===== src/rtl/lifo_stack.sv =====
// Synchronous LIFO stack of 2**AWIDTH words with registered pop data, fill count and flags.
// Flags are registered from the next fill count so they change together with usedw_o.
module lifo_stack #(
    parameter int unsigned DWIDTH       = 16,
    parameter int unsigned AWIDTH       = 8,
    parameter int unsigned ALMOST_FULL  = 2,
    parameter int unsigned ALMOST_EMPTY = 2
) (
    input  logic              clk_i,
    input  logic              srst_i,
    input  logic [DWIDTH-1:0] data_i,
    input  logic              wrreq_i,
    input  logic              rdreq_i,
    output logic [DWIDTH-1:0] q_o,
    output logic              empty_o,
    output logic              full_o,
    output logic [AWIDTH:0]   usedw_o,
    output logic              almost_full_o,
    output logic              almost_empty_o
);

    localparam int unsigned Depth = 2 ** AWIDTH;
    localparam logic [AWIDTH:0] MaxCount = {1'b1, {AWIDTH{1'b0}}};

    logic [DWIDTH-1:0] mem [Depth];

    logic [AWIDTH:0]   usedw_q, usedw_d;
    logic              empty_q, empty_d;
    logic              full_q, full_d;
    logic              afull_q, afull_d;
    logic              aempty_q, aempty_d;
    logic [DWIDTH-1:0] q_q;

    logic              pop_ok;
    logic              push_ok;
    logic [AWIDTH-1:0] top_addr;
    logic [AWIDTH-1:0] wr_addr;

    assign pop_ok   = rdreq_i && !empty_q;
    assign push_ok  = wrreq_i && !full_q;
    // When full the low bits are zero, so the decrement wraps to Depth-1 as intended.
    assign top_addr = usedw_q[AWIDTH-1:0] - 1'b1;
    // A simultaneous pop frees the top slot, which the push then reuses.
    assign wr_addr  = pop_ok ? top_addr : usedw_q[AWIDTH-1:0];

    always_comb begin
        usedw_d = usedw_q;
        if (push_ok && !pop_ok) begin
            usedw_d = usedw_q + 1'b1;
        end else if (pop_ok && !push_ok) begin
            usedw_d = usedw_q - 1'b1;
        end
        empty_d  = (usedw_d == '0);
        full_d   = (usedw_d == MaxCount);
        afull_d  = (32'(usedw_d) >= ALMOST_FULL);
        aempty_d = (32'(usedw_d) <= ALMOST_EMPTY);
    end

    always_ff @(posedge clk_i or negedge srst_i) begin
        if (!srst_i) begin
            usedw_q  <= '0;
            empty_q  <= 1'b1;
            full_q   <= 1'b0;
            afull_q  <= (ALMOST_FULL == 0);
            aempty_q <= 1'b1;
        end else begin
            usedw_q  <= usedw_d;
            empty_q  <= empty_d;
            full_q   <= full_d;
            afull_q  <= afull_d;
            aempty_q <= aempty_d;
        end
    end

    // Storage and pop data are deliberately left out of reset.
    always_ff @(posedge clk_i) begin
        if (pop_ok) begin
            q_q <= mem[top_addr];
        end
        if (push_ok) begin
            mem[wr_addr] <= data_i;
        end
    end

    assign q_o            = q_q;
    assign usedw_o        = usedw_q;
    assign empty_o        = empty_q;
    assign full_o         = full_q;
    assign almost_full_o  = afull_q;
    assign almost_empty_o = aempty_q;

endmodule


===== config.mk =====
export PLATFORM = sky130hd
export DESIGN_NAME = lifo_stack
export DESIGN_NICKNAME = d
export VERILOG_FILES = /design/src/rtl/lifo_stack.sv
export SDC_FILE = /design/constraint.sdc
export NUM_CORES = 2
export LEC_CHECK = 0
export CAP_MARGIN = 10
export CORE_MARGIN = 3
export CORE_UTILIZATION = 45
export CTS_CLUSTER_DIAMETER = 60
export CTS_CLUSTER_SIZE = 40
export DETAILED_ROUTE_END_ITERATION = 8
export HOLD_SLACK_MARGIN = 0.15
export SETUP_SLACK_MARGIN = 0.02
export SYNTH_ARGS = -nofsm -noshare
export SYNTH_HDL_FRONTEND = slang
export SYNTH_SLANG_ARGS = --single-unit

===== constraint.sdc =====
create_clock -name clk_i -period 5.2 [get_ports clk_i]
set_input_delay 1.56 -clock clk_i [delete_from_list [all_inputs] [get_ports clk_i]]
set_output_delay 1.56 -clock clk_i [all_outputs]
set_load 0.01 [all_outputs]

==> flow_metrics.py <==
metrics = {
    "grt": {
        "antenna_found_initial": 21,
        "grt_overflow": 0,
        "grt_use_met1": 0.3276,
        "grt_max_degree": 121,
        "grtUsageMet3": 0.03927,
        "grt_pass1_wl_um": 596100,
        "first_global_vias": 77200,
        "groute.usage.overall": 0.2310,
        "use_met2": 0.3723,
        "busiest_layer": "met2",
    },
    "job": {
        "cap_violations": 0,
    },
    "floorplanning": {
        "die_h_um": 601.5,
        "start_util": 0.4521,
        "rows": 218,
        "core_area_um2": 353000,
        "ioPinCount": 49,
        "die_w_um": 601.5,
        "dieArea_um2": 361800,
    },
    "setup_path": {
        "r2r_slack_ps": 280,
        "worst_setup_path_end_kind": "flop",
        "cp_max_fo": 26,
        "critical_path_arrival_ps": 5560,
        "r2r-start": "usedw_o[0]",
        "reg2reg_depth": 11,
        "reg2reg_to": "q_o[2]",
        "critPathKind": "reg -> reg",
        "crit_required_ps": 5830,
        "worstSetupStartpointType": "flop",
    },
    "clock_tree": {
        "cts.sinks": 4125,
        "cts.root.buffer_cell": "clkbuf_16",
        "clkSlewWorstSetupHoldPaths_ps": 80,
        "cts_inserted_buffers": 284,
        "postCtsSetupBuffers": 0,
        "tritoncts": "yes",
        "worstSkewPairLatency_ps": 930,
        "h-tree-depth": 5,
        "cts_max_path_buffers": 4,
    },
    "sta": {
        "setup_viol": 0,
        "fmax_mhz": 203.1,
        "slew_headroom": 0.1788,
        "fin_crit_ps": 4923,
        "skew_ps": 72.08,
        "hold_viol": 0,
        "drv_slew": 0,
        "rsz0062_at_grt": "no",
        "fin_setup_tns_ps": 0,
        "finalCritPeriodShare": 0.9467,
        "tightest_slew_ps": 1232,
        "hold_slack_ps": 739.9,
    },
    "yosys": {
        "yosysTopAreaCellShare": 0.7738,
        "yosys.area.top_type": "edfxtp_1",
        "synthDistinctLibCells": 78,
        "syn_avg_cell_area_um2": 21.45,
        "yosys-top-cells-count": "edfxtp_1, mux4_2, nand2_1",
        "async_flop_share": 0.003152,
        "synthFlopType": "edfxtp_1",
        "synth_edf_count": 4112,
        "seq_area_frac_synth": 0.7759,
        "yosysWarnings": 0,
        "synth.net_count": 7463,
        "synth-seq-cells": 4125,
        "synth.most_common_cell": "edfxtp_1",
        "postSynthCellCount": 7441,
        "synth_area_leaders": "edfxtp_1, mux4_2, mux2i_1",
        "synth_area_um2": 159600,
    },
    "drt": {
        "vias": 77870,
        "vias_per_cell": 6.060,
        "detail_route.wl_per_cell_um": 32.93,
        "drtAntennaViolNets": 0,
        "routed_wl_um": 423100,
        "firstDrtPassIters": 8,
        "drc_errors": 0,
        "drtIter0Drc": 10940,
    },
    "pwr": {
        "p_leak_uw": 0.05597,
        "power_uw": 104000,
        "peakVddDrop_v": 0.0005534,
        "powerDensity_nw_per_um2": 580.2,
    },
    "outcome": {
        "status": "finished, final reports clean",
    },
    "hold_path": {
        "hp-start": "usedw_o[8]",
        "min_to": "usedw_o[8]",
        "min_path_cells": 1,
        "hp-class": "reg -> reg",
    },
    "place": {
        "gp_congestion": 0.9026,
        "port_buffers": 48,
        "dp_hpwl_um": 260600,
    },
    "cells_and_area": {
        "areaGrowthSynthToFinish_pct": 12.30,
        "nNetsFinal": 7910,
        "drive_gt1_frac": 0.2644,
        "post-route-util": 0.5077,
    },
}
-- where the power goes --
group	internal, µW	switching [µW]	total, µW	leakage, µW
sequential	37100	361	37500	0.0371
clock	12000	12600	24600	0.00491
combinational	16300	25600	41900	0.0139
total	65400	38600	104000	0.0560
-- worst max path at each step --
| stage | depth (start not counted) | from | slack (ps) | end |
|---|---|---|---|---|
| finish | 11 | usedw_o[0] | 280 | q_o[2] |
| global route | 3 | usedw_o[0] | 240 | usedw_o[0] |
| CTS | 3 | usedw_o[0] | 30 | usedw_o[0] |
| detailed placement | 9 | rdreq_i | 140 | mem[93][9] |
| global placement | 11 | rdreq_i | 150 | mem[74][0] |
| floorplan | 18 | usedw_o[0] | 470 | mem[80][0] |
-- sequential cells by signal, summed over array words and instances, names as in the netlist --
name and count:
mem 4096, q_o 16, usedw_o 9, almost_empty_o 1, almost_full_o 1, empty_o 1
full_o 1
-- logic make-up (layout without fill, tap and decap cells) --
group	Yosys count	in the layout	synth area share
AND/OR/NAND/NOR	1100	1100	0.02934
flip-flops	4125	4125	0.7759
XOR/XNOR	15	15	0.0009409
AO/OA/AOI/OAI	483	483	0.02043
adder cells (fa/ha/maj)	2	2	0.0001568
other	0	5	0
buffers and inverters	452	1126	0.01504
multiplexers	1264	1264	0.1582
-- repair_timing --
action                                  in CTS  in global routing
gates resized for setup                      0                  1
hold buffers                                 0                  0
endpoints found under the setup margin       0                  1
-- stage by stage --
step                setup slack [ps]  area (µm²)  std cells
floorplan                      466.7      159600       7441
global placement               146.7      168900      12330
detailed placement             143.6      168900      12330
CTS                            27.56      179200      12840
global route                   240.3      179200      12850
finish                         277.4      179200      12850
-- layout by cell type, fill, tap and decap left out, types with 17 or more instances in the layout --
cell type | synthesis | final
edfxtp_1 | 4112 | 4112
clkdlybuf4s50_1 | 0 | 32
mux4_2 | 1007 | 1007
o2111ai_1 | 30 | 30
nor2_1 | 280 | 257
nand2_1 | 571 | 554
nor4_1 | 19 | 19
clkinv_8 | 0 | 39
o22ai_1 | 84 | 84
nor2b_1 | 19 | 18
a21oi_1 | 85 | 85
o21ai_1 | 24 | 22
inv_12 | 0 | 22
buf_8 | 1 | 17
nand3_1 | 92 | 92
nand2_2 | 5 | 21
nor2_2 | 2 | 22
a32oi_1 | 51 | 50
o21ai_0 | 59 | 59
buf_4 | 62 | 482
inv_8 | 0 | 31
mux2i_1 | 257 | 256
clkbuf_16 | 0 | 296
nand4_1 | 45 | 45
buf_12 | 0 | 70
a31oi_1 | 65 | 65
inv_6 | 0 | 35
-- worst max-delay path: stages (launching register included) --
cell	delay [ps]
dfrtp_4	670
inv_4	130
ha_4	290
xor2_4	490
buf_4	330
buf_12	240
mux4_2	530
mux2i_1	440
o22ai_1	220
nor4_1	860
buf_4	270
o2111ai_1	120
-- routing by layer --
layer | vias to the layer above | share of wire
met5 | - | 0.000097
met4 | 6 | 0.031
met3 | 524 | 0.086
met2 | 3581 | 0.48
met1 | 41890 | 0.40
li1 | 31870 | -
-- cell type report --
class                           count  area (µm²)
Antenna cell                        5       12.51
Clock buffer                      308        7452
Clock inverter                    205        2774
Fill cell                       27700      173800
Inverter                           11       43.79
Multi-Input combinational cell   2864       33580
Sequential cell                  4125      123800
Tap cell                         4730        5918
Timing Repair Buffer              602        5607
No activity file was read; power rests on OpenSTA's default activity.
